$ cat config.mk
export PLATFORM = sky130hd
export DESIGN_NAME = cm_sketch_sched_flat
export DESIGN_NICKNAME = d
export VERILOG_FILES = /design/src/rtl/cm_sketch_sched_if.sv /design/src/rtl/cm_sketch_sched.sv /design/src/flat_wrapper.sv
export SDC_FILE = /design/constraint.sdc
export NUM_CORES = 1
export LEC_CHECK = 0
export BUFFER_PORTS_ARGS = -buffer_cell sky130_fd_sc_hd__buf_2
export CORE_MARGIN = 2
export CORE_UTILIZATION = 35
export CTS_BUF_LIST = sky130_fd_sc_hd__clkbuf_8
export CTS_CLUSTER_DIAMETER = 30
export CTS_CLUSTER_SIZE = 16
export DETAILED_ROUTE_END_ITERATION = 8
export PLACE_DENSITY_LB_ADDON = 0.2
export REMOVE_ABC_BUFFERS = 1
export SKIP_CTS_REPAIR_TIMING = 1
export SLEW_MARGIN = 20
export SYNTH_ARGS = -nofsm -noshare
export SYNTH_HDL_FRONTEND = slang
export SYNTH_SLANG_ARGS = --single-unit
$ cat constraint.sdc
create_clock -name clk -period 3.5 [get_ports clk]
set_input_delay 0.175 -clock clk [delete_from_list [all_inputs] [get_ports clk]]
set_output_delay 0.175 -clock clk [all_outputs]
set_load 0.03 [all_outputs]
$ cat src/rtl/cm_sketch_sched_if.sv
// cm_sketch_sched_if: request/issue bundle between the channel address taps,
// the scheduler and cm_sketch_top.
//   req_valid/req_addr/req_ready : per-requester handshake (requester i at
//                                  req_addr[i*ADDR_SIZE +: ADDR_SIZE])
//   sk_input_valid/sk_input_addr : issue into cm_sketch_top
//   sk_clear_valid/sk_clear_idx  : column clear sweep
//   epoch_done/epoch_cnt/busy    : epoch status
// master = requester side (drives requests, observes everything else)
// slave  = scheduler side
interface cm_sketch_sched_if #(
  parameter int NUM_REQ   = 2,
  parameter int ADDR_SIZE = 28,
  parameter int HASH_SIZE = 4
);
  logic [NUM_REQ-1:0]           req_valid;
  logic [NUM_REQ*ADDR_SIZE-1:0] req_addr;
  logic [NUM_REQ-1:0]           req_ready;
  logic                         sk_input_valid;
  logic [ADDR_SIZE-1:0]         sk_input_addr;
  logic                         sk_clear_valid;
  logic [HASH_SIZE-1:0]         sk_clear_idx;
  logic                         epoch_done;
  logic [15:0]                  epoch_cnt;
  logic                         busy;

  modport master (
    output req_valid, req_addr,
    input  req_ready, sk_input_valid, sk_input_addr, sk_clear_valid,
           sk_clear_idx, epoch_done, epoch_cnt, busy
  );

  modport slave (
    input  req_valid, req_addr,
    output req_ready, sk_input_valid, sk_input_addr, sk_clear_valid,
           sk_clear_idx, epoch_done, epoch_cnt, busy
  );
endinterface

$ cat src/rtl/cm_sketch_sched.sv
// cm_sketch_sched: round-robin front end for the count-min sketch.
// Arbitrates NUM_REQ address streams onto one sketch input port with a
// minimum idle gap of ISSUE_GAP cycles between issues. With the macro
// CM_SKETCH_SCHED_EPOCH_EN defined, every EPOCH_LEN accepts it stalls input,
// waits DRAIN_CYCLES, sweeps a clear over all W columns and then resumes;
// without it the epoch outputs are tied to 0.
// Ports:
//   clk   : clock
//   rst_n : synchronous active-low reset
//   bus   : cm_sketch_sched_if.slave (requests in, sketch issue/clear out)
module cm_sketch_sched #(
  parameter int NUM_REQ      = 2,
  parameter int ADDR_SIZE    = 28,
  parameter int W            = 16,
  parameter int HASH_SIZE    = $clog2(W),
  parameter int ISSUE_GAP    = 1,
  parameter int EPOCH_LEN    = 4096,
  parameter int DRAIN_CYCLES = 8
) (
  input logic clk,
  input logic rst_n,
  cm_sketch_sched_if.slave bus
);
  localparam int PTR_W = (NUM_REQ > 1) ? $clog2(NUM_REQ) : 1;

  if (NUM_REQ < 1 || EPOCH_LEN < 1 || DRAIN_CYCLES < 1 || ISSUE_GAP < 0 ||
      ISSUE_GAP > 15 || (1 << HASH_SIZE) < W) begin : g_bad_cfg
    $error("cm_sketch_sched: unsupported parameter set");
  end

  logic [PTR_W-1:0]     rr_ptr;
  logic [PTR_W-1:0]     win;
  logic [3:0]           gap_cnt;
  logic [NUM_REQ-1:0]   grant;
  logic                 accept;
  logic                 run_ok;      // FSM is in RUN
  logic                 leave_clear; // last clear cycle; RUN starts with gap 0
  logic                 skv_q;
  logic [ADDR_SIZE-1:0] skaddr_q;
  logic                 found;
  int                   j;

  // First valid requester at or after rr_ptr, wrapping. Gated by rst_n so
  // no grant is shown while reset is asserted.
  always_comb begin
    grant = '0;
    win   = '0;
    found = 1'b0;
    j     = 0;
    if (rst_n && run_ok && gap_cnt == 4'd0) begin
      for (int k = 0; k < NUM_REQ; k++) begin
        j = (int'(rr_ptr) + k) % NUM_REQ;
        if (!found && bus.req_valid[j]) begin
          found = 1'b1;
          win   = PTR_W'(j);
        end
      end
      if (found) grant[win] = 1'b1;
    end
  end

  assign accept         = |grant;
  assign bus.req_ready  = grant;
  assign bus.sk_input_valid = skv_q;
  assign bus.sk_input_addr  = skaddr_q;

  always_ff @(posedge clk) begin
    if (!rst_n) begin
      rr_ptr   <= '0;
      gap_cnt  <= '0;
      skv_q    <= 1'b0;
      skaddr_q <= '0;
    end else begin
      skv_q <= accept;
      if (accept) begin
        skaddr_q <= bus.req_addr[win*ADDR_SIZE +: ADDR_SIZE];
        rr_ptr   <= (win == PTR_W'(NUM_REQ-1)) ? '0 : win + 1'b1;
        gap_cnt  <= 4'(ISSUE_GAP);
      end else if (leave_clear) begin
        gap_cnt <= '0;
      end else if (gap_cnt != 4'd0) begin
        gap_cnt <= gap_cnt - 1'b1;
      end
    end
  end

`ifdef CM_SKETCH_SCHED_EPOCH_EN
  localparam int ACC_W = $clog2(EPOCH_LEN+1);
  localparam int DRN_W = $clog2(DRAIN_CYCLES+1);

  typedef enum logic [1:0] {RUN, DRAIN, CLEAR} state_t;

  state_t           state;
  logic [ACC_W-1:0] acc_cnt;
  logic [DRN_W-1:0] drain_cnt;
  logic             clr_v;
  logic [HASH_SIZE-1:0] clr_idx;
  logic             done_q;
  logic [15:0]      ecnt;

  assign run_ok      = (state == RUN);
  assign leave_clear = (state == CLEAR) && (clr_idx == HASH_SIZE'(W-1));

  always_ff @(posedge clk) begin
    if (!rst_n) begin
      state     <= RUN;
      acc_cnt   <= '0;
      drain_cnt <= '0;
      clr_v     <= 1'b0;
      clr_idx   <= '0;
      done_q    <= 1'b0;
      ecnt      <= '0;
    end else begin
      done_q <= 1'b0;
      case (state)
        RUN: if (accept) begin
          // The epoch-closing accept is still issued; DRAIN starts next cycle.
          if (acc_cnt == ACC_W'(EPOCH_LEN-1)) begin
            state     <= DRAIN;
            drain_cnt <= '0;
          end
          acc_cnt <= acc_cnt + 1'b1;
        end
        DRAIN: begin
          if (drain_cnt == DRN_W'(DRAIN_CYCLES-1)) begin
            state   <= CLEAR;
            clr_v   <= 1'b1;
            clr_idx <= '0;
          end else begin
            drain_cnt <= drain_cnt + 1'b1;
          end
        end
        CLEAR: begin
          if (leave_clear) begin
            state   <= RUN;
            clr_v   <= 1'b0;
            clr_idx <= '0;
            done_q  <= 1'b1;
            ecnt    <= ecnt + 1'b1;
            acc_cnt <= '0;
          end else begin
            clr_idx <= clr_idx + 1'b1;
          end
        end
        default: state <= RUN;
      endcase
    end
  end

  assign bus.sk_clear_valid = clr_v;
  assign bus.sk_clear_idx   = clr_idx;
  assign bus.epoch_done     = done_q;
  assign bus.epoch_cnt      = ecnt;
  assign bus.busy           = (state != RUN);
`else
  assign run_ok             = 1'b1;
  assign leave_clear        = 1'b0;
  assign bus.sk_clear_valid = 1'b0;
  assign bus.sk_clear_idx   = '0;
  assign bus.epoch_done     = 1'b0;
  assign bus.epoch_cnt      = '0;
  assign bus.busy           = 1'b0;
`endif
endmodule
$ cat src/flat_wrapper.sv
// flat-port wrapper written by rule: the top's interface ports become plain ports
module cm_sketch_sched_flat 
#(
  parameter int NUM_REQ      = 2,
  parameter int ADDR_SIZE    = 28,
  parameter int W            = 16,
  parameter int HASH_SIZE    = $clog2(W),
  parameter int ISSUE_GAP    = 1,
  parameter int EPOCH_LEN    = 4096,
  parameter int DRAIN_CYCLES = 8
)
  (clk, rst_n, bus_req_valid, bus_req_addr, bus_req_ready, bus_sk_input_valid, bus_sk_input_addr, bus_sk_clear_valid, bus_sk_clear_idx, bus_epoch_done, bus_epoch_cnt, bus_busy);
  cm_sketch_sched_if #(.NUM_REQ(NUM_REQ), .ADDR_SIZE(ADDR_SIZE), .HASH_SIZE(HASH_SIZE)) bus_i ();
  input logic clk;
  input logic rst_n;
  input wire logic [$bits(bus_i.req_valid)-1:0] bus_req_valid;
  input wire logic [$bits(bus_i.req_addr)-1:0] bus_req_addr;
  output wire logic [$bits(bus_i.req_ready)-1:0] bus_req_ready;
  output wire logic [$bits(bus_i.sk_input_valid)-1:0] bus_sk_input_valid;
  output wire logic [$bits(bus_i.sk_input_addr)-1:0] bus_sk_input_addr;
  output wire logic [$bits(bus_i.sk_clear_valid)-1:0] bus_sk_clear_valid;
  output wire logic [$bits(bus_i.sk_clear_idx)-1:0] bus_sk_clear_idx;
  output wire logic [$bits(bus_i.epoch_done)-1:0] bus_epoch_done;
  output wire logic [$bits(bus_i.epoch_cnt)-1:0] bus_epoch_cnt;
  output wire logic [$bits(bus_i.busy)-1:0] bus_busy;
  assign bus_i.req_valid = bus_req_valid;
  assign bus_i.req_addr = bus_req_addr;
  assign bus_req_ready = bus_i.req_ready;
  assign bus_sk_input_valid = bus_i.sk_input_valid;
  assign bus_sk_input_addr = bus_i.sk_input_addr;
  assign bus_sk_clear_valid = bus_i.sk_clear_valid;
  assign bus_sk_clear_idx = bus_i.sk_clear_idx;
  assign bus_epoch_done = bus_i.epoch_done;
  assign bus_epoch_cnt = bus_i.epoch_cnt;
  assign bus_busy = bus_i.busy;
  cm_sketch_sched #(.NUM_REQ(NUM_REQ), .ADDR_SIZE(ADDR_SIZE), .W(W), .HASH_SIZE(HASH_SIZE), .ISSUE_GAP(ISSUE_GAP), .EPOCH_LEN(EPOCH_LEN), .DRAIN_CYCLES(DRAIN_CYCLES)) u_core (.clk(clk), .rst_n(rst_n), .bus(bus_i));
endmodule
After elaboration in Yosys (flattened, before gate mapping)
Index checks and enable logic that the tools add are counted.
{"block": "word_totals", "out_inout_bits": 54, "in_bits": 60, "word_cells": 45, "regBits": 34}
{"block": "op_classes", "mul": 1, "reduce_logical": 9, "add_sub_neg": 3, "shifts": 1, "magnitude_cmp": 4, "n_bitwise": 2, "n_mux": 20}
{"operator": "variable part select 56 x 7 -> 28 bit", "n": 1}
{"operator": "2-to-1 mux 1 bit", "n": 17}
{"operator": "logical NOT 4 bit", "n": 1}
{"operator": "< comparator 1 x 2 -> 1 bit (second input constant)", "n": 2}
{"operator": "multiplier 1 x 3 -> 4 bit (second input constant)", "n": 1}
{"operator": "2-to-1 mux 2 bit", "n": 2}
{"operator": "nonzero test 4 bit", "n": 1}
{"operator": "subtractor 4 x 1 -> 4 bit (second input constant)", "n": 1}
{"operator": "logical AND 1 bit", "n": 3}
{"operator": "< comparator 2 x 3 -> 1 bit (second input constant)", "n": 1}
{"operator": "OR reduction 3 bit", "n": 1}
{"operator": "adder 1 bit (second input constant)", "n": 2}
{"operator": "nonzero test 2 bit", "n": 1}
{"operator": "OR reduction 2 bit", "n": 1}
{"operator": "bitwise AND 1 bit (first input constant)", "n": 1}
{"operator": "demux 1 bit (select 1 bit)", "n": 1}
{"operator": "greater-or-equal comparator 1 bit (second input constant)", "n": 1}
{"operator": "logical NOT 1 bit", "n": 1}
{"operator": "inverter 1 bit", "n": 1}

Longest topological paths before layout
{"block": "logic_depth", "ltp_word": 16, "depth_mapped": 8, "ltp_nobuf": 6}

Least setup slack after synthesis
No wires, ideal clock.
{"block": "synth_path", "kind": "register to output", "start": "reg u_core.gap_cnt[0]", "end": "out bus_req_ready[0]", "t_arrival_ns": 1.381, "path_slack_ns": 1.944, "required_ns": 3.325, "path_stages_with_launch": 6, "path_buffers": 0, "path_cell_list": "dfxtp_1 inv_1 ha_1 nor3b_4 nand2_1 nor2_1"}
{"block": "synth_between", "elab_chain_cells": 3}
{"item": "from (decl)", "line": "cm_sketch_sched.sv:33", "text": "logic [3:0] gap_cnt;"}
{"item": "from (signal assigned)", "line": "cm_sketch_sched.sv:78", "text": "gap_cnt <= 4'(ISSUE_GAP);"}
{"item": "from (signal assigned)", "line": "cm_sketch_sched.sv:82", "text": "gap_cnt <= gap_cnt - 1'b1;"}
{"item": "logical NOT 4 bit", "line": "cm_sketch_sched.sv:50", "text": "if (rst_n && run_ok && gap_cnt == 4'd0) begin"}
{"item": "logical AND 1 bit", "line": "cm_sketch_sched.sv:50"}
{"item": "2-to-1 mux 2 bit", "line": "cm_sketch_sched.sv:50"}
{"item": "to (decl)", "line": "flat_wrapper.sv:18", "text": "output wire logic [$bits(bus_i.req_ready)-1:0] bus_req_ready;"}
No other way between the ends.

Worst setup path in the final report
{"block": "layout_path", "start": "reg u_core.gap_cnt[0]", "end": "reg u_core.skaddr_q[8], in the netlist u_core.bus.sk_input_addr[8]"}
{"block": "layout_between", "elab_chain_cells": 5, "word_cells_on_any_way": 7, "cone_classes": "1 x mul; 1 x shift; 2 x mux; 3 x reduce/logical"}
{"item": "logical NOT 4 bit (*)", "line": "cm_sketch_sched.sv:50"}
{"item": "logical AND 1 bit (*)", "line": "cm_sketch_sched.sv:50"}
{"item": "2-to-1 mux 1 bit", "line": "cm_sketch_sched.sv:50"}
{"item": "multiplier 1 x 3 -> 4 bit", "line": "cm_sketch_sched.sv:76", "text": "skaddr_q <= bus.req_addr[win*ADDR_SIZE +: ADDR_SIZE];"}
{"item": "variable part select 56 x 7 -> 28 bit", "line": "cm_sketch_sched.sv:76"}
{"item": "to (signal assigned)", "line": "cm_sketch_sched.sv:76"}
{"item": "to (decl)", "line": "cm_sketch_sched.sv:39", "text": "logic [ADDR_SIZE-1:0] skaddr_q;"}
Mark *: on every way between the ends. The rest lies on a longest branch, timed or not.
A chain may end at the register's enable or synchronous reset.

==> flow_metrics.tcl <==
set metrics [dict create \
    dieArea_um2 5410 \
    finClkSkew_ps 3.79 \
    crit_required_ps 3660 \
    post-place-ws_ps 1430 \
    cellPowerDensity_nw_per_um2 788 \
    fin_crit_sh_pct 58.4 \
    peakVddDrop_uv 329 \
    fp-row-count 25 \
    io_pins 114 \
    yosys_register_bits 34 \
    synth_largest_area_cell "dfxtp_1" \
    syn_area_um2 1690 \
    start_util_pct 36.1 \
    cts.clk_slew.worst_paths_ps 70 \
    synthArstFlopShare_pct 0 \
    start_kind "register" \
    grtUsageTotal_pct 13.6 \
    drv_slew 0 \
    dr.pass1.iters 4 \
    vias 1446 \
    status "complete, no violations" \
    dr.first_iter.drc_count 40 \
    cts.sinks 34 \
    slew_headroom_pct 64.8 \
    setup_slack_ps 1450 \
    fp.dieH_um 73.5 \
    ys.flop_type "dfxtp_1" \
    finalSetupTns_ps 0 \
    numCtsBuffers 5 \
    final_util_pct 46.0 \
    report.power.total_mw 1.70 \
    ys_seq_area_share_pct 40.2 \
    tritoncts "built" \
    routed_wl_mm 3.51 \
    clock_latency_ps 280 \
    drive_gt1_share_pct 37.7 \
    wl_per_cell_um 10.7 \
    fmax_mhz 489 \
    hpwl_mm 2.63 \
    vias_per_cell 4.42 \
    setup_viol 0 \
    antenna_found_initial 0 \
    p_leak_nw 1.19 \
    antenna_left 0 \
    cts_buffer_depth 2 \
    area_growth_pct 27.7 \
    htree_num_levels 2 \
    cp_max_fo 35 \
    ys_top_cells_by_count "34 x dfxtp_1, 29 x nand3_1, 28 x mux2i_1, 24 x buf_4, 21 x o21ai_1" \
    yosysWarnings 0 \
    grt_pass1_vias 1310 \
    synth.top_cell.area_share_pct 40.2 \
    period_needed_ps 2050 \
    end_kind "register" \
    worstPathArrival_ps 2210 \
    synth_edf_count 0 \
    synth.most_common_cell "dfxtp_1" \
    fillers 481 \
    synth_area_leaders "dfxtp_1 40%, mux2i_1 17%, buf_4 11%, nand3_1 8.6%, o21ai_1 6.2%" \
    place_congestion 0.736 \
    critPathKind "reg -> reg" \
    die_x_um 73.5 \
    port_buffers 90 \
    postSynthAreaPerCell_um2 9.09 \
    final_hold_viol_count 0 \
    clock-root-buffer "clkbuf_8" \
    grt_pass1_wl_mm 5.62 \
    maxCapViolCount 0 \
    synthDistinctLibCells 26 \
    drc 0 \
    worstMarginPinSlew_ps 526 \
    netlist_instances 186 \
    min_path_type "in -> reg" \
    grt_max_degree 36 \
    rsz0062_at_grt "false" \
    antennaDiodeCount 0 \
    hold_slack_ps 153 \
    overflow 0 \
    core_um2 4690 \
    nets 334 \
]
## cell families after synthesis
logic type                 synth area share [%]
muxes                                      16.6
xor gates and xnor gates                   1.04
AOI/OAI and AO/OA                          10.2
DFF                                        40.2
other                                     0.222
buffers and inverters                      16.1
adders and majority gates                  1.48
and+or+nand+nor                            14.1
## through the flow
stage                     instances  cell area, um^2
final                           327             2160
after detailed placement        319             2070
after CTS                       327             2160
after global placement          319             2070
after global routing            327             2160
after floorplan                 172             1520
## placed cells by master (no fill, tap or decap), types with 2 or more instances in the layout
| cell type | synthesis | final |
|---|---|---|
| conb_1 | 1 | 23 |
| inv_1 | 4 | 5 |
| o21ai_1 | 21 | 20 |
| nand2_1 | 4 | 4 |
| clkbuf_8 | 0 | 6 |
| a21oi_1 | 2 | 2 |
| o21ai_0 | 10 | 10 |
| ha_1 | 2 | 2 |
| dfxtp_1 | 34 | 34 |
| nand3_1 | 29 | 29 |
| mux2i_1 | 28 | 28 |
| buf_4 | 24 | 3 |
| nor2_1 | 5 | 5 |
| buf_2 | 2 | 90 |
## power by group
group          internal (mW)  switching [mW]  total [mW]
sequential             0.535          0.0777       0.613
combinational          0.259           0.537       0.796
clock                  0.156           0.137       0.293
## sequential cells by signal (all words and copies together) (netlist names)
| register | count |
|---|---|
| u_core.rr_ptr | 1 |
| u_core.bus.sk_input_addr | 28 |
| u_core.bus.sk_input_valid | 1 |
| u_core.gap_cnt | 4 |
## routing by layer
layer	vias to the layer above	share of wire [%]	wire length, um	track usage (%)
met3	7	9.6	337	5.21
met2	68	43	1520	20.7
met5	-	0	0	0
met1	605	45	1600	16.5
met4	0	1.7	61	7.07
li1	766	-	-	-
## area by class of cell
cell class              instances  area, um^2  area share (%)
clock inverters                 2        8.76           0.406
repair buffers                 93         473            21.9
multi-input cells             134         832            38.5
inverters                       4        15.0           0.695
flip-flops and latches         34         681            31.5
clock buffers                   6        82.6            3.82
well taps                      54        67.6            3.13
## path summary, 6_finish.rpt
kind / slack [ps] / cells after the start / start / to
max: 1450 / 7 / u_core.gap_cnt[0] / u_core.bus.sk_input_addr[8]
min: 150 / 3 / bus_req_addr[30] / u_core.bus.sk_input_addr[2]
max reg2reg: 1450 / 7 / u_core.gap_cnt[0] / u_core.bus.sk_input_addr[8]
min reg2reg: 460 / 2 / u_core.bus.sk_input_addr[26] / u_core.bus.sk_input_addr[26]
## critical path, cell delays in order (launching register included)
cell and delay, ps:
dfxtp_1 310, inv_1 100, ha_1 200, nor3b_4 330, nand3b_2 410, buf_4 380, nand3_1 110, o21ai_0 70
(Power assumes the default switching activity.)
